[src/rtl/calc_sequencer.sv]
// ============================================================================
//  Module      : calc_sequencer
//  Description : Operand/opcode entry sequencer with ALU launch and watchdog.
//  Revision    : 1.0 - initial release
// ============================================================================
`default_nettype none

module calc_sequencer #(
    parameter int SIZE    = 4,
    parameter int TIMEOUT = 16
) (
    input  logic              clk,
    input  logic              rst,
    input  logic              enter,
    input  logic              clear,
    input  logic [SIZE-1:0]   sw,
    input  logic [1:0]        op_in,
    input  logic              alu_done,
    input  logic [2*SIZE-1:0] alu_result,
    output logic [SIZE-1:0]   opnd_a,
    output logic [SIZE-1:0]   opnd_b,
    output logic [1:0]        op,
    output logic              alu_start,
    output logic [2*SIZE-1:0] result,
    output logic              err,
    output logic              busy,
    output logic              mux_sel,
    output logic [2:0]        state
);

    localparam logic [2:0] c_GET_A  = 3'd0;
    localparam logic [2:0] c_GET_B  = 3'd1;
    localparam logic [2:0] c_GET_OP = 3'd2;
    localparam logic [2:0] c_RUN    = 3'd3;
    localparam logic [2:0] c_WAIT   = 3'd4;
    localparam logic [2:0] c_SHOW   = 3'd5;

    localparam int             CW        = $clog2(TIMEOUT);
    localparam logic [CW-1:0]  c_CNT_MAX = CW'(TIMEOUT - 1);

    logic [2:0]        r_state;
    logic [2:0]        w_next_state;
    logic [SIZE-1:0]   r_opnd_a;
    logic [SIZE-1:0]   r_opnd_b;
    logic [1:0]        r_op;
    logic [2*SIZE-1:0] r_result;
    logic              r_err;
    logic [CW-1:0]     r_cnt;
    logic              w_expired;
    logic              w_mux_sel;
    logic              w_busy;
    logic              w_alu_start;

    assign w_expired = (r_cnt == c_CNT_MAX);

    always_ff @(posedge clk) begin
        if (rst) begin
            r_state <= c_GET_A;
        end else begin
            r_state <= w_next_state;
        end
    end

    always_comb begin
        w_next_state = r_state;
        if (clear) begin
            w_next_state = c_GET_A;
        end else begin
            case (r_state)
                c_GET_A:  if (enter) w_next_state = c_GET_B;
                c_GET_B:  if (enter) w_next_state = c_GET_OP;
                c_GET_OP: if (enter) w_next_state = c_RUN;
                c_RUN:    w_next_state = c_WAIT;
                c_WAIT:   if (alu_done || w_expired) w_next_state = c_SHOW;
                c_SHOW:   if (enter) w_next_state = c_GET_A;
                default:  w_next_state = c_GET_A;
            endcase
        end
    end

    always_comb begin
        w_mux_sel   = 1'b0;
        w_busy      = 1'b0;
        w_alu_start = 1'b0;
        case (r_state)
            c_GET_A: w_mux_sel = 1'b1;
            c_RUN: begin
                w_busy      = 1'b1;
                w_alu_start = 1'b1;
            end
            c_WAIT:  w_busy = 1'b1;
            default: ;
        endcase
    end

    // Datapath registers; completion in the expiry cycle beats the timeout.
    always_ff @(posedge clk) begin
        if (rst || clear) begin
            r_opnd_a <= '0;
            r_opnd_b <= '0;
            r_op     <= '0;
            r_result <= '0;
            r_err    <= 1'b0;
            r_cnt    <= '0;
        end else begin
            case (r_state)
                c_GET_A:  if (enter) r_opnd_a <= sw;
                c_GET_B:  if (enter) r_opnd_b <= sw;
                c_GET_OP: if (enter) r_op <= op_in;
                c_RUN:    r_cnt <= '0;
                c_WAIT: begin
                    if (alu_done) begin
                        r_result <= alu_result;
                        r_err    <= 1'b0;
                    end else if (w_expired) begin
                        r_result <= '0;
                        r_err    <= 1'b1;
                    end else begin
                        r_cnt <= r_cnt + 1'b1;
                    end
                end
                default: ;
            endcase
        end
    end

    assign opnd_a    = r_opnd_a;
    assign opnd_b    = r_opnd_b;
    assign op        = r_op;
    assign result    = r_result;
    assign err       = r_err;
    assign state     = r_state;
    assign mux_sel   = w_mux_sel;
    assign busy      = w_busy;
    assign alu_start = w_alu_start;

endmodule

`default_nettype wire

[config.mk]
export PLATFORM = sky130hd
export DESIGN_NAME = calc_sequencer
export DESIGN_NICKNAME = d
export VERILOG_FILES = /design/src/rtl/calc_sequencer.sv
export SDC_FILE = /design/constraint.sdc
export NUM_CORES = 1
export LEC_CHECK = 0
export CORE_MARGIN = 2
export CORE_UTILIZATION = 40
export CTS_BUF_LIST = sky130_fd_sc_hd__clkbuf_4 sky130_fd_sc_hd__clkbuf_8 sky130_fd_sc_hd__clkbuf_16
export DETAILED_ROUTE_END_ITERATION = 10
export DONT_BUFFER_PORTS = 1
export PLACE_DENSITY = 0.62
export SETUP_SLACK_MARGIN = 0.15
export SLEW_MARGIN = 40
export SYNTH_ARGS = -nofsm -noshare
export SYNTH_HDL_FRONTEND = slang
export SYNTH_SLANG_ARGS = --single-unit
[constraint.sdc]
create_clock -name clk -period 1.6 [get_ports clk]
set_input_delay 0.48 -clock clk [delete_from_list [all_inputs] [get_ports clk]]
set_output_delay 0.48 -clock clk [all_outputs]
set_load 0.02 [all_outputs]
==> summary.md, run 1 <==
| Metric | Value |
|---|---|
| First-pass GRT wire length | about 4300 um |
| Num rows | 19 |
| Int Power | a little under 900 uW |
| Finished Cell Area | 0.00147 mm^2 |
| Pwr Density | 765 mW/mm^2 |
| Crit Path Class | reg -> out |
| CTS tree | built |
| Most frequent cells in the layout | dfxtp_1, buf_4, nor2_1, a21oi_1, mux2i_1 |
| Final Hold Fails | 0 |
| YS warnings | 0 |
| RSZ-0062 raised after global routing | true |
| Final Setup Violations | 6 |
| Shortest period the worst path allows | approximately 1.8 ns |
| Post-synthesis cell area | about 0.0012 mm^2 |
| Area of placed instances | about 0.0012 mm^2 |
| Fin worst setup slack | -0.155 ns |
| Via count | just under 1000 |
| Die Height | 58.1 um |
| Detailed Route Iter0 Violations | 38 |
| Post-DP HPWL | between 1500 and 2000 um |
| Drc violations | 0 |
| Root buffer cell | clkbuf_4 |
| Htree depth | 1 |
| Final Wtd Congestion | approximately 0.7 |
| Total CTS buffers | 3 |
| Grt total ovfl | 0 |
| Maxcap violations | 0 |
| Max-slew violation count | 0 |
| Antenna fix cells | 0 |
| VDD IR max | 0.553 mV |
| Outcome | complete, but fails checks |
| Period Utilization, post-route | 1.10 |
| Post-route ant nets | 0 |
| IO Port Bufs | 0 |
| Clk pin slew, worst setup/hold paths | roughly 0.15 ns |
| Layout Nets | ~150 |
| FMAX | approximately 570 MHz |
| Max clock buf depth | 2 |
| Die width | between 50 and 60 um |
| CP max FO | 7 |
| Hold Crit Class | in -> reg |
| Combinational power share | 0.061 |
| Largest net degree at the start of global routing | 21 |
| Core area | between 0.002 and 0.003 mm^2 |
| Vias in the first global route | 950 |
| CP Launch Type | flop |
| Mean area per synthesized cell | approximately 9.7 um^2 |
| Via-to-Cell Ratio | approximately 6.1 |
| Tot Pwr | 1.12 mW |
| Syn-to-layout area delta | 25.4% |
| Die Footprint | approximately 0.0034 mm^2 |
| Crit path from | state[2]$_SDFFE_PP0P_ |
| WHS | 0.272 ns |
| CP Capture Type | output port |
| Worst min-delay path startpoint | alu_result[3] |
| Top post-synthesis cells by area | dfxtp_1, mux2i_1, a21oi_1, o211ai_1, nor4b_4 |
| Slew @ Worst Pin | approximately 0.43 ns |
| I/O pin total | 44 |
| All-Layer GR Usage | 0.169 |
| Part of the power in registers | 0.591 |
| R2R Path End | r_cnt[3]$_SDFFE_PP0P_ |
| Seq/Total Area, Yosys | 0.445 |
| Synth top area share | 0.445 |
| Max transition margin | 0.715 |
| Clk sink count | 26 |
| Crit path required time | between 1 and 1.5 ns |
| Initial antenna violation count | 0 |
| Clock power share | 0.348 |
| Synthesized instance count | between 100 and 150 |
| Post-Route Setup TNS | -0.429 ns |
| Worst r2r path cells | 5 |
| Clock Latency Late Sink | around 0.32 ns |
| #FFs+latches synth | 26 |
| Sw frac | 0.219 |
| Layout cell share with drive strength beyond 1 | 0.300 |
| DR WL/cell | about 17 um |
| Post-Syn Nets | ~140 |
| Final WL | roughly 2800 um |
| Depth of the worst hold-timing path | 2 |
| Initial Util | 0.424 |
| Most common cell after layout, fill and taps aside | dfxtp_1 |
| DRT Pass-1 Iters | 4 |
| Failing checks | negative setup slack |
| Leak | 0.498 nW |
| NetSw | approximately 250 uW |
| Worst Clk Skew | between 0.009 and 0.01 ns |
| Fillers | about 260 |
| Reg-to-Reg Start | state[2]$_SDFFE_PP0P_ |
| Unique masters post-synth | 31 |
| Area leader, netlist | dfxtp_1 |
| R2r setup slk | -0.11 ns |
| CP arrival | ~1.3 ns |
| Worst Hold End | result[3]$_SDFFE_PP0P_ |
| Hold-fix buffers, CTS | 0 |
| Setup WS pre-CTS | 0.0277 ns |
cell families (layout without fill, tap and decap cells):
family                   after synthesis  count (layout)  share of synthesized area
AND/OR/NAND/NOR                       45              45                      0.252
AO/OA/AOI/OAI                         27              27                      0.156
flip-flops                            26              26                      0.445
buffers and inverters                 12              21                     0.0503
multiplexers                          10              10                     0.0857
adder cells (fa/ha/maj)                1               1                     0.0107
worst max path at each step:
stage / end / depth (start not counted)
after floorplan: busy / 3
after global placement: result[4]$_SDFFE_PP0P_ / 5
after detailed placement: result[2]$_SDFFE_PP0P_ / 5
after CTS: busy / 2
after global routing: busy / 2
final: busy / 2
registers in the layout, indices dropped and copies added (netlist names):
signal	cells
result	8
err	1
r_cnt	4
opnd_a	4
op	2
state	3
opnd_b	4
metrics by stage:
step / instances / utilization
floorplan: 121 / -
finish: 161 / 0.531
CTS: 156 / 0.485
global placement: 148 / 0.445
global route: 161 / 0.531
detailed placement: 148 / 0.445
power by group through the flow:
stage / combinational, mW / clock (mW) / sequential [mW]
6_report: 0.0680 / 0.390 / 0.663
5_1_grt: 0.0727 / 0.413 / 0.664
3_3_place_gp: 0.0529 / 0 / 0.679
3_5_place_dp: 0.0540 / 0 / 0.679
2_1_floorplan: 0.0450 / 0 / 0.678
4_1_cts: 0.0586 / 0.395 / 0.664
Yosys cell counts:
cell	number
dfxtp_1	26
a21oi_1	12
nor2_1	12
mux2i_1	10
nand2_1	10
o211ai_1	8
buf_2	5
clkbuf_1	5
nand3b_1	4
nand3_1	3
a211oi_1	2
and4bb_2	2
nor3b_1	2
nor4b_4	2
or3b_1	2
and3_1	1
and4b_1	1
buf_6	1
ha_1	1
inv_1	1
nand2b_1	1
nand4bb_1	1
nor3_1	1
nor4_1	1
nor4bb_1	1
o211a_1	1
o311ai_0	1
o311ai_1	1
o41a_1	1
o41ai_1	1
or2_2	1
worst max-delay path: stages, from the launching register on:
cell and delay, ns:
dfxtp_4 0.44, or3b_4 0.42, nand2_4 0.10
per-layer routing:
layer	wire length, um	track usage
met1	1200	0.208
met2	1360	0.271
met3	192	0.0536
met4	37	0.0698
met5	0	0
timing repair:
action | CTS | global route
buffers inserted | 4 | 5
resized for setup | 7 | 17
endpoints found under the setup margin | 17 | 17
pin swaps | 4 | 5
cell type report:
| cell class | count | area (um^2) | share of cell area |
|---|---|---|---|
| timing repair buffer | 16 | 153 | 0.104 |
| clock buffer | 4 | 47.5 | 0.0325 |
| multi-input combinational | 83 | 691 | 0.471 |
| inverter | 1 | 3.75 | 0.00256 |
| sequential | 26 | 532 | 0.363 |
| tap | 31 | 38.8 | 0.0265 |
No activity file was read; power rests on OpenSTA's default activity.
==> run 2: changes to the inputs <==
- CORE_MARGIN: 2 -> unset
- GPL_ROUTABILITY_DRIVEN: unset -> 0
- HOLD_SLACK_MARGIN: unset -> 0.02
==> summary.md, run 2 (synthesis gave the netlist of run 1 again) <==
| Metric | Value |
|---|---|
| Layout Nets | ~150 |
| Worst min-delay path startpoint | alu_result[3] |
| Crit path required time | 1.12 ns |
| FMAX | around 590 MHz |
| All-Layer GR Usage | 0.163 |
| FF+latch area | between 500 and 600 um^2 |
| Final Hold Fails | 0 |
| Hold Crit Class | in -> reg |
| Post-route insts no fill | about 160 |
| Depth of the worst hold-timing path | 2 |
| Die Footprint | between 0.003 and 0.004 mm^2 |
| R2R Path End | r_cnt[3]$_SDFFE_PP0P_ |
| Setup WS pre-CTS | 0.110 ns |
| Via count | 937 |
| Slew @ Worst Pin | roughly 0.44 ns |
| R2r setup slk | approximately 0.060 ns |
| VDD IR max | between 0.4 and 0.5 mV |
| Max transition margin | 0.704 |
| CTS tree | built |
| Worst path max stage delay | about 0.42 ns |
| Die Height | 56.1 um |
| Crit path cell chain | or3b_4 > nand2_4 |
| Met2 GRT Util | 0.272 |
| Root buffer cell | clkbuf_4 |
| Period Utilization, post-route | 1.05 |
| Initial antenna violation count | 0 |
| Hold-fix buffers, CTS | 0 |
| Initial Util | 0.424 |
| Most frequent cells in the layout | dfxtp_1, buf_4, nor2_1, a21oi_1, mux2i_1 |
| Worst r2r path cells | 4 |
| CP Capture Type | output port |
| Syn-to-layout area delta | 15.2% |
| Met3 Track Usage GR | 0.0488 |
| Worst Hold End | result[3]$_SDFFE_PP0P_ |
| Largest net degree at the start of global routing | 25 |
| Max-slew violation count | 0 |
| Post-DP HPWL | between 1500 and 2000 um |
| Clk sink count | 26 |
| CP max-delay cell | or3b_4 |
| Crit-path leading delay family | simple AND/OR/NAND/NOR gates |
| Reg-to-Reg Start | state[0]$_SDFFE_PP0P_ |
| Core area | around 0.0028 mm^2 |
| Total CTS buffers | 3 |
| Final WL | between 2000 and 3000 um |
| Max clock buf depth | 2 |
| Outcome | complete, but fails checks |
| Layout cell share with drive strength beyond 1 | 0.250 |
| Vias in the first global route | slightly below 900 |
| Die width | around 56 um |
| GR Layer Usage met1 | 0.201 |
| Maxcap violations | 0 |
| Post-Route Setup TNS | -0.177 ns |
| Antenna fix cells | 0 |
| DR WL/cell | 15.8 um |
| I/O pin total | between 40 and 50 |
| Post-route ant nets | 0 |
| Leak | 0.466 nW |
| Pwr Density | ~750 mW/mm^2 |
| First-pass GRT wire length | 4070 um |
| Fillers | around 270 |
| Detailed Route Iter0 Violations | 15 |
| Drc violations | 0 |
| Tot Pwr | just over 1 mW |
| Most common cell after layout, fill and taps aside | dfxtp_1 |
| Largest register FFs | 8 |
| CP Launch Type | flop |
| Area occupied by multi-input gates | between 600 and 700 um^2 |
| RSZ-0062 raised after global routing | true |
| Failing checks | negative setup slack |
| CP max FO | 4 |
| Fin worst setup slack | -0.0846 ns |
| DRT Pass-1 Iters | 4 |
| Via-to-Cell Ratio | a little under 6 |
| Shortest period the worst path allows | approximately 1.7 ns |
| Num rows | 19 |
| Final Core Density | 0.488 |
| IO Port Bufs | 0 |
| Clock Latency Late Sink | just over 0.3 ns |
| Worst Clk Skew | approximately 0.009 ns |
| GR peak layer | met2 |
| Grt total ovfl | 0 |
| Worst path buffer plus inverter count | 0 |
| Htree depth | 1 |
| Crit Path Class | reg -> out |
| Placed Cells | around 150 |
| CP arrival | 1.20 ns |
| Final Setup Violations | 3 |
| Clk pin slew, worst setup/hold paths | between 0.1 and 0.15 ns |
[run 2: through the flow]
step / cell area [um^2] / hold slack, ns
floorplan: 1190 / 0.475
global placement: 1220 / 0.492
detailed placement: 1220 / 0.509
CTS: 1310 / 0.282
global route: 1350 / 0.281
finish: 1350 / 0.295
[run 2: layout make-up]
cell class | count | area share
timing repair buffer | 14 | 0.0781
multi-input combinational | 83 | 0.473
inverter | 1 | 0.00279
tap | 31 | 0.0288
clock buffer | 4 | 0.0223
sequential | 26 | 0.395
[run 2: worst max-delay path by stage]
| stage | start | endpoint | slack (ns) | cells after the start |
|---|---|---|---|---|
| floorplan | state[1]$_SDFFE_PP0P_ | busy | 0.07 | 3 |
| global placement | state[1]$_SDFFE_PP0P_ | busy | 0.16 | 2 |
| detailed placement | state[1]$_SDFFE_PP0P_ | r_cnt[3]$_SDFFE_PP0P_ | 0.11 | 3 |
| CTS | state[1]$_SDFFE_PP0P_ | busy | -0.1 | 2 |
| global route | state[2]$_SDFFE_PP0P_ | alu_start | -0.13 | 2 |
| finish | state[0]$_SDFFE_PP0P_ | busy | -0.08 | 2 |
[run 2: what timing repair did]
action	in CTS	in global routing
setup endpoints to repair	13	22
gates resized for setup	5	2
pin swaps	2	1
hold endpoints to repair	0	0
buffers inserted	5	3
[run 2: report_power, final]
group / internal [mW] / total, mW / switching, mW
Combinational: 0.0271 / 0.0591 / 0.0320
Clock: 0.114 / 0.287 / 0.173
Sequential: 0.649 / 0.659 / 0.0100
[run 2: per-layer routing]
| metal | part of all wire | vias up |
|---|---|---|
| met2 | 0.49 | 26 |
| li1 | - | 459 |
| met3 | 0.067 | 4 |
| met4 | 0.012 | 0 |
| met1 | 0.43 | 448 |
| met5 | 0 | - |
==> run 3: changes to the inputs <==
--- a/config.mk
+++ b/config.mk
@@ -13,3 +13,3 @@
 export HOLD_SLACK_MARGIN = 0.02
-export PLACE_DENSITY = 0.62
+export PLACE_DENSITY = 0.64
 export SETUP_SLACK_MARGIN = 0.15
==> constraint.sdc (replaced) <==
create_clock -name clk -period 1.5 [get_ports clk]
set_input_delay 0.3 -clock clk [delete_from_list [all_inputs] [get_ports clk]]
set_output_delay 0.3 -clock clk [all_outputs]
set_load 0.02 [all_outputs]
==> summary.md, run 3 (synthesis gave the netlist of run 1 again) <==
| Metric | Value |
|---|---|
| Worst Clk Skew | 0.00352 ns |
| Clk pin slew, worst setup/hold paths | around 0.14 ns |
| Most common cell after layout, fill and taps aside | dfxtp_1 |
| Reg-to-Reg Start | state[2]$_SDFFE_PP0P_ |
| Clock Latency Late Sink | approximately 0.33 ns |
| R2R Path End | r_cnt[3]$_SDFFE_PP0P_ |
| Htree depth | 1 |
| Die width | approximately 56 um |
| Final WL | about 2600 um |
| DR WL/cell | around 16 um |
| CP max FO | 5 |
| VDD IR max | about 0.6 mV |
| Pwr Density | between 800 and 900 mW/mm^2 |
| Max-slew violation count | 0 |
| Clk sink count | 26 |
| Area of placed instances | approximately 0.0012 mm^2 |
| Antenna fix cells | 0 |
| Root buffer cell | clkbuf_4 |
| Shortest period the worst path allows | about 1.5 ns |
| Worst Hold End | result[5]$_SDFFE_PP0P_ |
| CTS tree | built |
| Slew @ Worst Pin | 0.434 ns |
| Hold-fix buffers, CTS | 0 |
| Largest net degree at the start of global routing | 25 |
| Depth of the worst hold-timing path | 2 |
| Detailed Route Iter0 Violations | 59 |
| Hold Crit Class | in -> reg |
| Crit path required time | ~1.2 ns |
| RSZ-0062 raised after global routing | true |
| IO Port Bufs | 0 |
| Layout cell share with drive strength beyond 1 | 0.277 |
| Vias in the first global route | between 900 and 1000 |
| WHS | 0.0864 ns |
| DRT Pass-1 Iters | 4 |
| Worst r2r path cells | 4 |
| Leak | 0.481 nW |
| Worst min-delay path startpoint | alu_result[5] |
| Via count | about 950 |
| Post-route ant nets | 0 |
| FMAX | around 650 MHz |
| I/O pin total | 44 |
| Setup WS pre-CTS | 0.0776 ns |
| Finished Cell Area | about 0.0014 mm^2 |
| Grt total ovfl | 0 |
| Largest register FFs | 8 |
| R2r setup slk | 0 ns |
| Num rows | 19 |
| CP Launch Type | flop |
| Syn-to-layout area delta | 18.4% |
| Post-DP HPWL | between 1500 and 2000 um |
| Die Footprint | approximately 0.0031 mm^2 |
| Final Hold Fails | 0 |
| Fin worst setup slack | -0.0305 ns |
| Die Height | ~56 um |
| All-Layer GR Usage | 0.174 |
| Maxcap violations | 0 |
| Core area | between 0.002 and 0.003 mm^2 |
| Final Setup Violations | 1 |
| First-pass GRT wire length | between 4000 and 5000 um |
| Outcome | complete, but fails checks |
| FF+latch area | 532 um^2 |
| Via-to-Cell Ratio | 5.88 |
| Drc violations | 0 |
| Failing checks | negative setup slack |
| Total CTS buffers | 3 |
| CP arrival | between 1 and 1.5 ns |
| Initial antenna violation count | 0 |
| CP Capture Type | output port |
| Most frequent cells in the layout | dfxtp_1, buf_4, nor2_1, a21oi_1 |
| Max clock buf depth | 2 |
| Crit Path Class | reg -> out |
| Area occupied by multi-input gates | 634 um^2 |
| Layout Nets | about 150 |
| Max transition margin | 0.710 |
| Fillers | approximately 260 |
| Period Utilization, post-route | 1.02 |
| Initial Util | 0.424 |
run 3: changes by cell type in the layout (fill, tap and decap cells not counted), sizes merged:
cell	change
buf	+2
run 3: cell type report:
type,count,share of cell area
Inverter,1,0.00271
Tap cell,31,0.0280
Multi-Input combinational cell,83,0.458
Clock buffer,4,0.0344
Sequential cell,26,0.384
Timing Repair Buffer,16,0.0922
run 3: worst max-delay path by stage:
stage,from,to,slack (ns),depth (start not counted)
2_1_floorplan,state[1]$_SDFFE_PP0P_,r_cnt[0]$_SDFFE_PP0P_,0.13,4
3_3_place_gp,state[2]$_SDFFE_PP0P_,r_cnt[3]$_SDFFE_PP0P_,0.10,3
3_5_place_dp,state[2]$_SDFFE_PP0P_,r_cnt[3]$_SDFFE_PP0P_,0.08,3
4_1_cts,state[0]$_SDFFE_PP0P_,busy,-0.05,2
5_1_grt,state[0]$_SDFFE_PP0P_,r_cnt[3]$_SDFFE_PP0P_,-0.07,4
6_report,state[2]$_SDFFE_PP0P_,busy,-0.03,2
run 3: per-layer routing:
layer | vias to the layer above | track usage | routed length (um)
met5 | - | 0 | 0
met4 | 0 | 0.0732 | 34
met3 | 4 | 0.0372 | 148
met2 | 30 | 0.308 | 1270
met1 | 451 | 0.200 | 1130
li1 | 461 | - | -
run 3: what timing repair did:
item                       CTS  global route
pin swaps                    4             7
setup buffers                6             0
gates resized for setup     10             2
setup endpoints to repair   16            24
gates cloned                 0             0
run 3: per-stage QoR:
step                      utilization  setup TNS [ns]  std cells  power (mW)
final                           0.502         -0.0305        161        1.19
after global routing            0.502          -0.467        161        1.24
after CTS                       0.499         -0.0866        161        1.22
after detailed placement        0.450               0        151       0.784
after global placement          0.450               0        151       0.782
after floorplan                     -               0        121       0.768
run 3: power breakdown:
part / switching, mW / leakage (nW) / internal, mW
registers: 0.0110 / 0.212 / 0.693
clock network: 0.218 / 0.0261 / 0.204
logic: 0.0348 / 0.243 / 0.0332
run 3: worst max-delay path: stages, from the launching register on:
cell and delay [ns]:
dfxtp_4 0.40, or3b_4 0.40, nand2_4 0.10
